<file path="src/rtl/store_rmw_unit.sv">
// store_rmw_unit
//   Stores the low byte, low halfword or full word of a register value into
//   word-addressed memory. Word stores write directly. Sub-word stores read
//   the containing word, merge the new data into the addressed lane(s) and
//   write the merged word back.
//
// Optional feature macro: STORE_ALIGN_CHECK_EN
//   When defined, misaligned half/word requests finish with done=1, err=1 and
//   touch no memory. When undefined, err is tied to 0, word stores ignore
//   addr[1:0] and half stores ignore addr[0].
//
// Parameters
//   MEM_RD_LAT  cycles from a stable mem_addr until mem_rdata is valid (1..7)
//
// Ports
//   clk         system clock, rising edge
//   reset       asynchronous active-low reset
//   start       one-cycle request, sampled only in IDLE
//   size        00 word, 01 half, 10 byte, 11 word
//   addr        byte address
//   store_data  register value; low 8/16 bits used for byte/half
//   mem_rdata   memory read data
//   mem_addr    word-aligned memory address
//   mem_wdata   word to write
//   mem_wr      one-cycle write strobe
//   busy        high from the cycle after accept through the done cycle
//   done        one-cycle completion pulse
//   err         alignment error, valid with done

// One byte lane of the read-modify-write merge: picks either the new data
// byte or the byte read back from memory.
module store_rmw_lane #(
  parameter int LANE  = 0,
  parameter int VEC_W = 8
) (
  input  logic [1:0]         addr_lo,
  input  logic [1:0]         size,
  input  logic [2*VEC_W-1:0] src,
  input  logic [VEC_W-1:0]   rd,
  output logic [VEC_W-1:0]   wr
);
  localparam logic [1:0] LID = 2'(LANE);

  logic byte_hit, half_hit;

  assign byte_hit = (size == 2'b10) && (addr_lo == LID);
  assign half_hit = (size == 2'b01) && (addr_lo[1] == LID[1]);

  // Within a halfword, the upper byte lane takes src[15:8].
  always_comb begin
    wr = rd;
    if (byte_hit)      wr = src[VEC_W-1:0];
    else if (half_hit) wr = LID[0] ? src[2*VEC_W-1:VEC_W] : src[VEC_W-1:0];
  end
endmodule

module store_rmw_unit #(
  parameter int MEM_RD_LAT = 1
) (
  input  logic        clk,
  input  logic        reset,
  input  logic        start,
  input  logic [1:0]  size,
  input  logic [31:0] addr,
  input  logic [31:0] store_data,
  input  logic [31:0] mem_rdata,
  output logic [31:0] mem_addr,
  output logic [31:0] mem_wdata,
  output logic        mem_wr,
  output logic        busy,
  output logic        done,
  output logic        err
);
  localparam int NUM_LANES = 4;
  localparam int VEC_W     = 8;

  typedef enum logic [1:0] {IDLE, READ, WRITE, DONE} state_t;

  state_t      state_q, state_nxt;
  logic [2:0]  cnt_q, cnt_nxt;
  logic [1:0]  addr_q;
  logic [1:0]  size_q;
  logic [15:0] data_q;
  logic        accept, capture;
  logic        sub_word, misalign;

  logic [NUM_LANES-1:0][VEC_W-1:0] rd_lanes, wr_lanes;

  assign sub_word = (size == 2'b01) || (size == 2'b10);

`ifdef STORE_ALIGN_CHECK_EN
  always_comb begin
    misalign = 1'b0;
    case (size)
      2'b01:   misalign = addr[0];
      2'b10:   misalign = 1'b0;
      default: misalign = (addr[1:0] != 2'b00);
    endcase
  end
`else
  assign misalign = 1'b0;
`endif

  // Merge datapath: one lane instance per byte of the memory word.
  assign rd_lanes = mem_rdata;

  genvar g;
  generate
    for (g = 0; g < NUM_LANES; g++) begin : g_lane
      store_rmw_lane #(.LANE(g), .VEC_W(VEC_W)) u_lane (
        .addr_lo (addr_q),
        .size    (size_q),
        .src     (data_q),
        .rd      (rd_lanes[g]),
        .wr      (wr_lanes[g])
      );
    end
  endgenerate

  always_comb begin
    state_nxt = state_q;
    cnt_nxt   = cnt_q;
    accept    = 1'b0;
    capture   = 1'b0;
    case (state_q)
      IDLE: begin
        if (start) begin
          accept = 1'b1;
          if (misalign) begin
            state_nxt = DONE;
          end else if (sub_word) begin
            state_nxt = READ;
            cnt_nxt   = 3'(MEM_RD_LAT - 1);
          end else begin
            state_nxt = WRITE;
          end
        end
      end
      READ: begin
        if (cnt_q == 3'd0) begin
          capture   = 1'b1;
          state_nxt = WRITE;
        end else begin
          cnt_nxt = cnt_q - 3'd1;
        end
      end
      WRITE:   state_nxt = DONE;
      DONE:    state_nxt = IDLE;
      default: state_nxt = IDLE;
    endcase
  end

  // Outputs are registered from the next-state decode so they line up with
  // the state they describe without any input-to-output combinational path.
  always_ff @(posedge clk or negedge reset) begin
    if (!reset) begin
      state_q   <= IDLE;
      cnt_q     <= '0;
      addr_q    <= '0;
      size_q    <= '0;
      data_q    <= '0;
      mem_addr  <= '0;
      mem_wdata <= '0;
      mem_wr    <= 1'b0;
      busy      <= 1'b0;
      done      <= 1'b0;
    end else begin
      state_q <= state_nxt;
      cnt_q   <= cnt_nxt;
      if (accept) begin
        addr_q   <= addr[1:0];
        size_q   <= size;
        data_q   <= store_data[15:0];
        mem_addr <= {addr[31:2], 2'b00};
        if (!sub_word) mem_wdata <= store_data;
      end
      if (capture) mem_wdata <= wr_lanes;
      mem_wr <= (state_nxt == WRITE);
      busy   <= (state_nxt != IDLE);
      done   <= (state_nxt == DONE);
    end
  end

`ifdef STORE_ALIGN_CHECK_EN
  // err is held after done so it can be read late; the next accept clears it.
  always_ff @(posedge clk or negedge reset) begin
    if (!reset)      err <= 1'b0;
    else if (accept) err <= misalign;
  end
`else
  assign err = 1'b0;
`endif

endmodule

</file>
<file path="config.mk">
export PLATFORM = sky130hd
export DESIGN_NAME = store_rmw_unit
export DESIGN_NICKNAME = d
export VERILOG_FILES = /design/src/rtl/store_rmw_unit.sv
export SDC_FILE = /design/constraint.sdc
export NUM_CORES = 1
export LEC_CHECK = 0
export CAP_MARGIN = 10
export CORE_ASPECT_RATIO = 1.2
export CORE_MARGIN = 2
export CORE_UTILIZATION = 38
export CTS_CLUSTER_SIZE = 12
export DETAILED_ROUTE_END_ITERATION = 7
export GPL_TIMING_DRIVEN = 1
export PLACE_DENSITY = 0.74
export SYNTH_ARGS = -nofsm -noshare
export SYNTH_HDL_FRONTEND = slang
export SYNTH_SLANG_ARGS = --single-unit
</file>
<file path="constraint.sdc">
create_clock -name clk -period 2.2 [get_ports clk]
set_input_delay 0.66 -clock clk [delete_from_list [all_inputs] [get_ports clk]]
set_output_delay 0.66 -clock clk [all_outputs]
set_load 0.05 [all_outputs]
</file>
==> flow_metrics.env, run 1 <==
export IMPL_status="completed"
export IMPL_hpwl_um=9665
export IMPL_vdd_ir_drop_max_mv=0.8389
export IMPL_max_slew_margin_pct=64.37
export IMPL_post_cts_setup_buffers=0
export IMPL_synth_top_family_by_area="multiplexers"
export IMPL_synth_top_area_share_pct=48.58
export IMPL_synth_area_leaders="dfrtp_1 (49%), mux2_2 (20%), a21oi_1 (5.3%)"
export IMPL_ioPinCount=169
export IMPL_ctsResizeCount=0
export IMPL_final_hold_viol_count=0
export IMPL_finalPower_mw=11.47
export IMPL_yosysMostFrequentCell="dfrtp_1"
export IMPL_num_rows=44
export IMPL_fin_ws_ns=0.03340
export IMPL_multiInputGateArea_mm2=0.002192
export IMPL_wire_per_inst_um=18.31
export IMPL_io_buffers=165
export IMPL_synthMuxAreaShare_pct=19.92
export IMPL_area_growth_pct=48.04
export IMPL_cp_slowest_stage_delay_ns=0.82
export IMPL_p_per_area_mw_per_mm2=1672
export IMPL_antenna_cells=0
export IMPL_p_clk_share_pct=14.7
export IMPL_synth_compound_area_share_pct=16.87
export IMPL_register_area_mm2=0.002252
export IMPL_ant_nets=0
export IMPL_finalWeightedCongestion=0.8447
export IMPL_grt_antenna_before_repair=0
export IMPL_clock_path_buffers=2
export IMPL_place_inst=724
export IMPL_critPathBufInv=1
export IMPL_grt_pass1_wl_um=21580
export IMPL_drt_wl_total_um=13550
export IMPL_track_usage_pct=20.77
export IMPL_stdcell_count=740
export IMPL_synth_xor_area_share_pct=0.3779
export IMPL_grt_pass1_vias=4245
export IMPL_cts_buffers=9
export IMPL_ys_async_sr_fraction_pct=100.0
export IMPL_postCtsHoldBufs=0
export IMPL_drc=0
export IMPL_report_final_slew_viol_count=0
export IMPL_tritoncts="built"
export IMPL_fmax_mhz=461.6
export IMPL_gr_total_overflow=0
export IMPL_fp_dieW_um=104.8
export IMPL_ys_seq_area_share_pct=48.58
export IMPL_startpoint_type="flip-flop"
export IMPL_die_h_um=125.0
export IMPL_fp_dieArea_mm2=0.01310
export IMPL_critPathSlowestCell="clkdlybuf4s50_1"
export IMPL_nNetsFinal=677
export IMPL_path_max_fanout=2
export IMPL_cp_cell_sequence="clkdlybuf4s50_1"
export IMPL_pre_cts_ws_ns=-0.07580
export IMPL_finClkSkew_ns=0.005499
export IMPL_clkSinkCount=90
export IMPL_cts_root_buf="clkbuf_16"
export IMPL_start_util_pct=38.63
export IMPL_yosys_area_share_adder_pct=0.5398
export IMPL_ys_ff_latch=90
export IMPL_dr_pass1_iters=5
export IMPL_endpoint_kind="primary output"
export IMPL_clk_pin_slew_worst_paths_ns=0.07
export IMPL_tns_ns=0
export IMPL_syn_inst=414
export IMPL_intPower_mw=6.117
export IMPL_fin_util_pct=57.18
export IMPL_path_class="flip-flop to primary output"
export IMPL_cts_max_level=3
export IMPL_vias_per_cell=5.412
export IMPL_vias=4005
export IMPL_syn_area_mm2=0.004636
export IMPL_crit_required_ns=1.54
export IMPL_fillCellCount=1073
export IMPL_power_switching_mw=5.357
export IMPL_min_path_type="input pin to asynchronous set/reset pin"
export IMPL_layout_min_cycle_time_ns=2.167
export IMPL_first_iter_violations=174
export IMPL_synth_area_per_cell_um2=11.20
export IMPL_swShare_pct=46.69
export IMPL_pwr_share_seq_pct=28.0
export IMPL_synth_edf_count=0
export IMPL_synth_distinct_cells=36
export IMPL_synth_main_ff_cell="dfrtp_1"
export IMPL_power_frac_comb_pct=57.3
export IMPL_tightest_slew_ns=0.5336
export IMPL_drive_gt1_share_pct=25.04
export IMPL_ys_warn_count=0
export IMPL_grt_max_degree=91
export IMPL_rsz0062_at_grt="no"
export IMPL_core_area_mm2=0.01200
export IMPL_finalSetupViolCount=0
export IMPL_p_leak_nw=2.891
export IMPL_synthSimpleGateAreaFrac_pct=9.150
export IMPL_arrival_ns=1.51
export IMPL_synth_largest_area_cell="dfrtp_1"
export IMPL_fin_crit_sh_pct=98.48
export IMPL_synth_common_cells="dfrtp_1 (90), mux2_2 (82), a21oi_1 (49)"
export IMPL_cap_viol_max_count=0
export IMPL_clk_latency_ns=0.34
export IMPL_crit_family="buffers and inverters"
## power groups by stage
stage	clock (mW)	sequential, mW	combinational (mW)
after floorplan	0	5.17	2.42
final	1.69	3.22	6.57
after detailed placement	0	3.26	6.60
after global placement	0	3.20	6.47
after CTS	1.74	3.23	6.62
after global routing	1.80	3.34	6.92
## logic make-up (layout without fill, tap and decap cells)
| family | Yosys count | count (layout) |
|---|---|---|
| DFF | 90 | 90 |
| buffers and inverters | 42 | 205 |
| muxes | 82 | 82 |
| and+or+nand+nor | 78 | 78 |
| adders and majority gates | 2 | 2 |
| xor gates and xnor gates | 2 | 2 |
| other | 1 | 3 |
| AOI/OAI and AO/OA | 117 | 117 |
## stage by stage
step / hold slack (ns) / instance area (um2)
after floorplan: 0.3644 / 4643
after detailed placement: 0.4963 / 6481
after global routing: 0.4037 / 6863
after global placement: 0.4778 / 6481
final: 0.3597 / 6863
after CTS: 0.3803 / 6810
## final cells by class
class,instances,area share [%]
Inverter,5,0.2735
Clock buffer,10,3.482
Sequential cell,90,32.82
Timing Repair Buffer,184,27.24
Multi-Input combinational cell,284,31.94
Clock inverter,6,1.313
Tap cell,161,2.935
## worst reg2reg max path: stages, from the launching register on
cell     delay, ns
dfrtp_1       0.38
inv_1         0.07
ha_1          0.14
ha_1          0.21
and3b_1       0.29
nand2_1       0.23
buf_4         0.25
o22ai_1       0.16
a21oi_1       0.06
## final timing paths
path                       cells after the start    startpoint  slack [ns]       endpoint
max in group asynchronous                      2         reset        1.47      size_q[1]
setup / recovery                               1  mem_addr[29]        0.03   mem_addr[29]
min in group clk                               1  mem_addr[10]        0.51   mem_addr[10]
hold reg to reg                                1  mem_addr[10]        0.51   mem_addr[10]
hold / removal                                 2         reset        0.36  mem_wdata[27]
setup reg to reg                               8      cnt_q[1]        0.29  mem_wdata[26]
## registers in the layout, indices dropped and copies added (netlist names)
| register | flops |
|---|---|
| data_q | 16 |
| state_q | 2 |
| cnt_q | 3 |
| size_q | 2 |
| mem_addr | 30 |
| mem_wdata | 32 |
| done | 1 |
| addr_q | 2 |
| mem_wr | 1 |
| busy | 1 |
## layer usage
| metal | track usage (%) | wire length, um |
|---|---|---|
| met5 | 0 | 0 |
| met4 | 9.333 | 426 |
| met3 | 4.432 | 776 |
| met2 | 36.90 | 7225 |
| met1 | 23.85 | 5119 |
## cells in the final DEF, fill, tap and decap left out, drive strengths merged, types with 2 or more instances in the layout
| master | Yosys | routed |
|---|---|---|
| nor3b | 2 | 2 |
| o211ai | 2 | 2 |
| bufinv | 0 | 2 |
| nor2 | 17 | 17 |
| clkinv | 0 | 3 |
| o31ai | 15 | 15 |
| clkdlybuf4s50 | 0 | 130 |
| nand2b | 2 | 2 |
| nand3b | 19 | 19 |
| o22ai | 31 | 31 |
| o21ai | 3 | 3 |
| dfrtp | 90 | 90 |
| mux2 | 82 | 82 |
| nand3 | 5 | 5 |
| inv | 5 | 5 |
| dlymetal6s2s | 0 | 20 |
| conb | 1 | 3 |
| clkbuf | 12 | 10 |
| ha | 2 | 2 |
| o221ai | 15 | 15 |
| or2 | 2 | 2 |
| nand2 | 24 | 24 |
| and2 | 2 | 2 |
| buf | 25 | 34 |
| a21oi | 49 | 49 |
No activity file was read; power rests on OpenSTA's default activity.
==> run 2: changes to the inputs <==
ABC_AREA = 1   (was unset)
PLACE_DENSITY = 0.73   (was 0.74)
==> run 2 against run 1 <==
Compared with the run above:
- largest power group unchanged
- synthesized cell count is 40% higher
- largest cell class unchanged
- critical path depth stayed put
- setup slack lost 0.0069 ns
==> flow_metrics.env, run 2 <==
export IMPL_status="completed"
export IMPL_vdd_ir_drop_max_mv=1.166
export IMPL_syn_area_mm2=0.004787
export IMPL_wire_per_inst_um=14.92
export IMPL_path_class="flip-flop to primary output"
export IMPL_vias_per_cell=4.838
export IMPL_drt_wl_total_um=13500
export IMPL_fin_crit_sh_pct=98.80
export IMPL_r2r_cells=8
export IMPL_p_leak_nw=3.439
export IMPL_drc=0
export IMPL_ant_nets=0
export IMPL_cap_viol_max_count=0
export IMPL_drive_gt1_share_pct=14.25
export IMPL_synth_edf_count=0
export IMPL_largest_reg_flops=32
export IMPL_p_per_area_mw_per_mm2=1628
export IMPL_cts_max_level=3
export IMPL_grt_antenna_before_repair=0
export IMPL_path_max_fanout=2
export IMPL_endpoint_kind="primary output"
export IMPL_grt_max_degree=91
export IMPL_core_area_mm2=0.01222
export IMPL_synth_main_ff_cell="dfrtp_1"
export IMPL_route_met2_wl_um=6848
export IMPL_nNetsFinal=842
export IMPL_startpoint_type="flip-flop"
export IMPL_arrival_ns=1.51
export IMPL_min_path_type="input pin to asynchronous set/reset pin"
export IMPL_syn_inst=580
export IMPL_gr_total_overflow=0
export IMPL_report_final_slew_viol_count=0
export IMPL_finClkSkew_ns=0.006044
export IMPL_track_usage_pct=20.06
export IMPL_finalPower_mw=11.23
export IMPL_clk_latency_ns=0.34
export IMPL_max_slew_margin_pct=63.92
export IMPL_crit_family="buffers and inverters"
export IMPL_cp_slowest_stage_delay_ns=0.81
export IMPL_fillCellCount=1082
export IMPL_final_cell_mix="clkdlybuf4s50_1 (132), nand2_1 (116), dfrtp_1 (90), nor2_1 (78), inv_1 (78)"
export IMPL_num_rows=44
export IMPL_met3_wirelength_um=1139
export IMPL_post_cts_setup_buffers=0
export IMPL_finalSetupViolCount=0
export IMPL_die_h_um=127.0
export IMPL_tritoncts="built"
export IMPL_cts_buffers=9
export IMPL_hpwl_um=9975
export IMPL_tns_ns=0
export IMPL_vias=4378
export IMPL_finalWeightedCongestion=0.8575
export IMPL_synth_distinct_cells=27
export IMPL_met1_length_um=5269
export IMPL_highest_layer="met4"
export IMPL_first_iter_violations=229
export IMPL_grt_pass1_wl_um=21250
export IMPL_critPathSlowestCell="clkdlybuf4s50_1"
export IMPL_clkSinkCount=90
export IMPL_clock_path_buffers=2
export IMPL_tightest_slew_ns=0.5403
export IMPL_fp_dieArea_mm2=0.01352
export IMPL_ys_seq_area_share_pct=47.05
export IMPL_antenna_cells=0
export IMPL_synth_top_area_share_pct=47.05
export IMPL_grt_pass1_vias=4500
export IMPL_ys_warn_count=0
export IMPL_synth_common_cells="nand2_1 (116), dfrtp_1 (90), inv_1 (78), nor2_1 (78), nand3_1 (58)"
export IMPL_layout_min_cycle_time_ns=2.174
export IMPL_cts_root_buf="clkbuf_16"
export IMPL_start_util_pct=39.17
export IMPL_ys_async_sr_fraction_pct=100.0
export IMPL_area_growth_pct=44.17
export IMPL_synth_largest_area_cell="dfrtp_1"
export IMPL_regMostFlops="mem_wdata"
export IMPL_io_buffers=165
export IMPL_rrSetupSlack_ns=0.28
export IMPL_regToRegEndpoint="mem_wdata[23]"
export IMPL_mostFrequentLayoutCell="clkdlybuf4s50_1"
export IMPL_postCtsHoldBufs=0
export IMPL_yosysMostFrequentCell="nand2_1"
export IMPL_ys_ff_latch=90
export IMPL_r2r_start="cnt_q[0]"
export IMPL_cp_cell_sequence="clkdlybuf4s50_1"
export IMPL_crit_required_ns=1.54
export IMPL_synth_area_leaders="dfrtp_1 (47%), nand2_1 (9.1%), mux2_2 (8.9%)"
export IMPL_fmax_mhz=460.1
export IMPL_final_hold_viol_count=0
export IMPL_clk_pin_slew_worst_paths_ns=0.06
export IMPL_synth_area_per_cell_um2=8.254
export IMPL_critPathBufInv=1
export IMPL_ioPinCount=169
export IMPL_dr_pass1_iters=5
export IMPL_largestRegisters="mem_wdata: 32 flops, mem_addr: 30 flops, data_q: 16 flops"
export IMPL_rsz0062_at_grt="no"
export IMPL_fp_dieW_um=106.5
## run 2: changes by cell type after synthesis, sizes merged, moves of 15 or more
cell	delta
nand3b	-19
inv	+80
o22ai	-29
mux2	-44
nand2	+99
nand4	+17
o221ai	-15
nor2	+64
nand3	+57
o31ai	-15
## run 2: power by group
part	switching (mW)	internal [mW]
registers	0.544	2.49
clock network	0.649	1.17
logic	4.21	2.17
total	5.40	5.83
## run 2: how the worst max path moves through the flow
stage,from,to,cells past startpoint
2_1_floorplan,cnt_q[0],mem_wdata[25],10
3_3_place_gp,size[1],mem_wdata[24],9
5_1_grt,mem_wdata[17],mem_wdata[17],1
6_report,mem_wdata[17],mem_wdata[17],1
3_5_place_dp,size[1],mem_wdata[14],9
4_1_cts,mem_addr[14],mem_addr[14],1
## run 2: area by class of cell
| cell class | instances | area [um2] | area share (%) |
|---|---|---|---|
| clock buffer | 12 | 256.5 | 3.716 |
| clock inverter | 4 | 97.59 | 1.414 |
| inverter | 89 | 336.6 | 4.877 |
| multi-input combinational | 374 | 2009 | 29.12 |
| sequential | 90 | 2252 | 32.63 |
| tap | 161 | 201.4 | 2.919 |
| timing repair buffer | 175 | 1748 | 25.33 |
## run 2: timing repair
| action | in CTS | in global routing |
|---|---|---|
| resized for setup | 1 | 13 |
| endpoints found under the hold margin | 0 | 0 |
| gates cloned | 0 | 0 |
| endpoints found under the setup margin | 1 | 13 |
| pin swaps | 0 | 0 |
## run 2: through the flow
| stage | hold slack (ns) | utilization (%) | std cells | setup slack, ns | instance area (um2) |
|---|---|---|---|---|---|
| after floorplan | 0.3644 | - | 582 | 0.6657 | 4795 |
| after global placement | 0.4832 | 53.32 | 889 | 0.1634 | 6516 |
| after detailed placement | 0.4930 | 53.32 | 889 | 0.06800 | 6516 |
| after CTS | 0.3853 | 56.20 | 905 | 0.002670 | 6869 |
| after global routing | 0.3869 | 56.47 | 905 | 0.00007605 | 6902 |
| final | 0.3479 | 56.47 | 905 | 0.02647 | 6902 |
## run 2: cell families after synthesis
| family | Yosys count | share of synthesized area (%) |
|---|---|---|
| simple gates | 283 | 26.97 |
| buf+inv | 118 | 11.13 |
| flops | 90 | 47.05 |
| compound gates | 48 | 5.306 |
| mux | 38 | 8.939 |
| fa+ha+maj | 2 | 0.5227 |
| other cells | 1 | 0.07834 |
## run 2: per-layer routing
layer  track usage [%]  vias up
li1                  -     2139
met1             22.00     2047
met2             36.24      173
met3             6.783       19
met4             6.570        0
met5                 0        -
==> run 3: changes to the inputs <==
clock period = 2.05 ns   (was 2.2 ns; I/O delays follow)
==> run 3 against run 2 <==
Compared with the run above:
- combinational power increased by 8.6%
- first-iteration DRC count increased by 15%
- power up 6.2%
- clock-buffer cell count fell by 2
- global-route usage rose by 0.31 points
==> flow_metrics.env, run 3 (synthesis gave the netlist of run 2 again) <==
export IMPL_status="completed"
export IMPL_io_buffers=165
export IMPL_final_cell_mix="nand2_1 (116), clkdlybuf4s50_1 (99), dfrtp_1 (90), nor2_1 (78), inv_1 (78)"
export IMPL_cts_buffers=9
export IMPL_hpwl_um=10320
export IMPL_fin_ws_ns=0.2073
export IMPL_final_area_mm2=0.006827
export IMPL_clock_path_buffers=2
export IMPL_finClkSkew_ns=0.007567
export IMPL_cts_max_level=3
export IMPL_final_hold_viol_count=0
export IMPL_core_area_mm2=0.01222
export IMPL_die_h_um=127.0
export IMPL_cap_viol_max_count=0
export IMPL_grt_pass1_vias=4531
export IMPL_antenna_cells=0
export IMPL_ant_nets=0
export IMPL_largestRegisters="mem_wdata: 32 flops, mem_addr: 30 flops, data_q: 16 flops"
export IMPL_endpoint_kind="flip-flop"
export IMPL_vdd_ir_drop_max_mv=1.243
export IMPL_vias_per_cell=4.836
export IMPL_fin_crit_sh_pct=89.89
export IMPL_path_class="flip-flop to flip-flop"
export IMPL_p_leak_nw=3.392
export IMPL_tritoncts="built"
export IMPL_first_iter_violations=264
export IMPL_vias=4406
export IMPL_startpoint_type="flip-flop"
export IMPL_grt_pass1_wl_um=21890
export IMPL_fin_util_pct=55.86
export IMPL_area_growth_pct=42.60
export IMPL_fillCellCount=1079
export IMPL_fp_dieW_um=106.5
export IMPL_tightest_slew_ns=0.5216
export IMPL_grt_antenna_before_repair=0
export IMPL_cp_slowest_stage_delay_ns=0.39
export IMPL_critPathSlowestCell="dfrtp_1"
export IMPL_regMostFlops="mem_wdata"
export IMPL_p_per_area_mw_per_mm2=1747
export IMPL_place_area_mm2=0.006506
export IMPL_clk_latency_ns=0.34
export IMPL_layout_min_cycle_time_ns=1.843
export IMPL_tns_ns=0
export IMPL_gr_total_overflow=0
export IMPL_fmax_mhz=542.7
export IMPL_max_slew_margin_pct=65.23
export IMPL_path_max_fanout=14
export IMPL_place_inst=895
export IMPL_dr_pass1_iters=4
export IMPL_track_usage_pct=20.37
export IMPL_fp_dieArea_mm2=0.01352
export IMPL_whs_ns=0.2772
export IMPL_drc=0
export IMPL_nNetsFinal=848
export IMPL_cts_root_buf="clkbuf_16"
export IMPL_postCtsHoldBufs=0
export IMPL_drt_wl_total_um=13450
export IMPL_ctsResizeCount=0
export IMPL_finalSetupViolCount=0
export IMPL_report_final_slew_viol_count=0
export IMPL_drive_gt1_share_pct=21.20
export IMPL_start_util_pct=39.17
export IMPL_finalWeightedCongestion=0.8713
export IMPL_crit_required_ns=2.31
export IMPL_rsz0062_at_grt="no"
export IMPL_arrival_ns=2.10
export IMPL_wire_per_inst_um=14.76
export IMPL_mostFrequentLayoutCell="nand2_1"
export IMPL_num_rows=44
export IMPL_post_cts_setup_buffers=0
export IMPL_largest_reg_flops=32
export IMPL_pre_cts_ws_ns=0.03828
export IMPL_clk_pin_slew_worst_paths_ns=0.07
export IMPL_ioPinCount=169
export IMPL_cp_cell_sequence="inv_1 -> ha_1 -> ha_1 -> nand3_4 -> inv_2 -> buf_4 -> nand2_1 -> inv_1 -> nand2_1 -> a21oi_1"
export IMPL_finalPower_mw=11.93
export IMPL_clkSinkCount=90
export IMPL_grt_max_degree=91
export IMPL_stdcell_count=911
export IMPL_min_path_type="input pin to asynchronous set/reset pin"
[run 3: changes by cell type in the layout (fill, tap and decap cells not counted), moves of 2 or more]
cell             delta
clkinvlp_4          +2
clkbuf_8            -2
buf_12              +5
buf_4              +48
clkdlybuf4s50_1    -33
dlymetal6s2s_1     -13
[run 3: critical path: cells and delay by family, from the launching register on]
family | cells | cell delay [ns]
flops | 1 | 0.39
compound gates | 1 | 0.13
fa+ha+maj | 2 | 0.37
buf+inv | 4 | 0.57
simple gates | 3 | 0.30
[run 3: area by class of cell]
class                           instances  area (um2)  share of cell area (%)
Clock inverter                          6       91.34                   1.338
Clock buffer                           10       229.0                   3.354
Tap cell                              161       201.4                   2.951
Inverter                               89       336.6                   4.930
Sequential cell                        90        2252                   32.99
Multi-Input combinational cell        374        2009                   29.44
Timing Repair Buffer                  181        1707                   25.00
[run 3: metal layers]
layer / GRT usage, % / vias to the layer above / routed length (um)
met5: 0 / - / 0
met4: 5.730 / 0 / 295
met3: 5.653 / 27 / 999
met2: 37.44 / 164 / 6987
met1: 22.98 / 2057 / 5165
li1: - / 2158 / -
[run 3: worst paths after layout]
| kind | from | end | slack [ns] | cells past startpoint |
|---|---|---|---|---|
| max | cnt_q[0] | mem_wdata[25] | 0.21 | 10 |
| max reg2reg | cnt_q[0] | mem_wdata[25] | 0.21 | 10 |
| min | reset | mem_addr[14] | 0.28 | 2 |
| max in group asynchronous | reset | data_q[3] | 1.34 | 2 |
| min reg2reg | cnt_q[0] | cnt_q[0] | 0.49 | 1 |
| min in group clk | cnt_q[0] | cnt_q[0] | 0.49 | 1 |
[run 3: power breakdown]
part           total (mW)  leakage, nW  switching (mW)  internal [mW]
sequential           3.22         1.03           0.549           2.67
combinational        6.93         2.21            4.60           2.33
clock                1.77        0.145           0.704           1.07
total                11.9         3.39            5.85           6.07
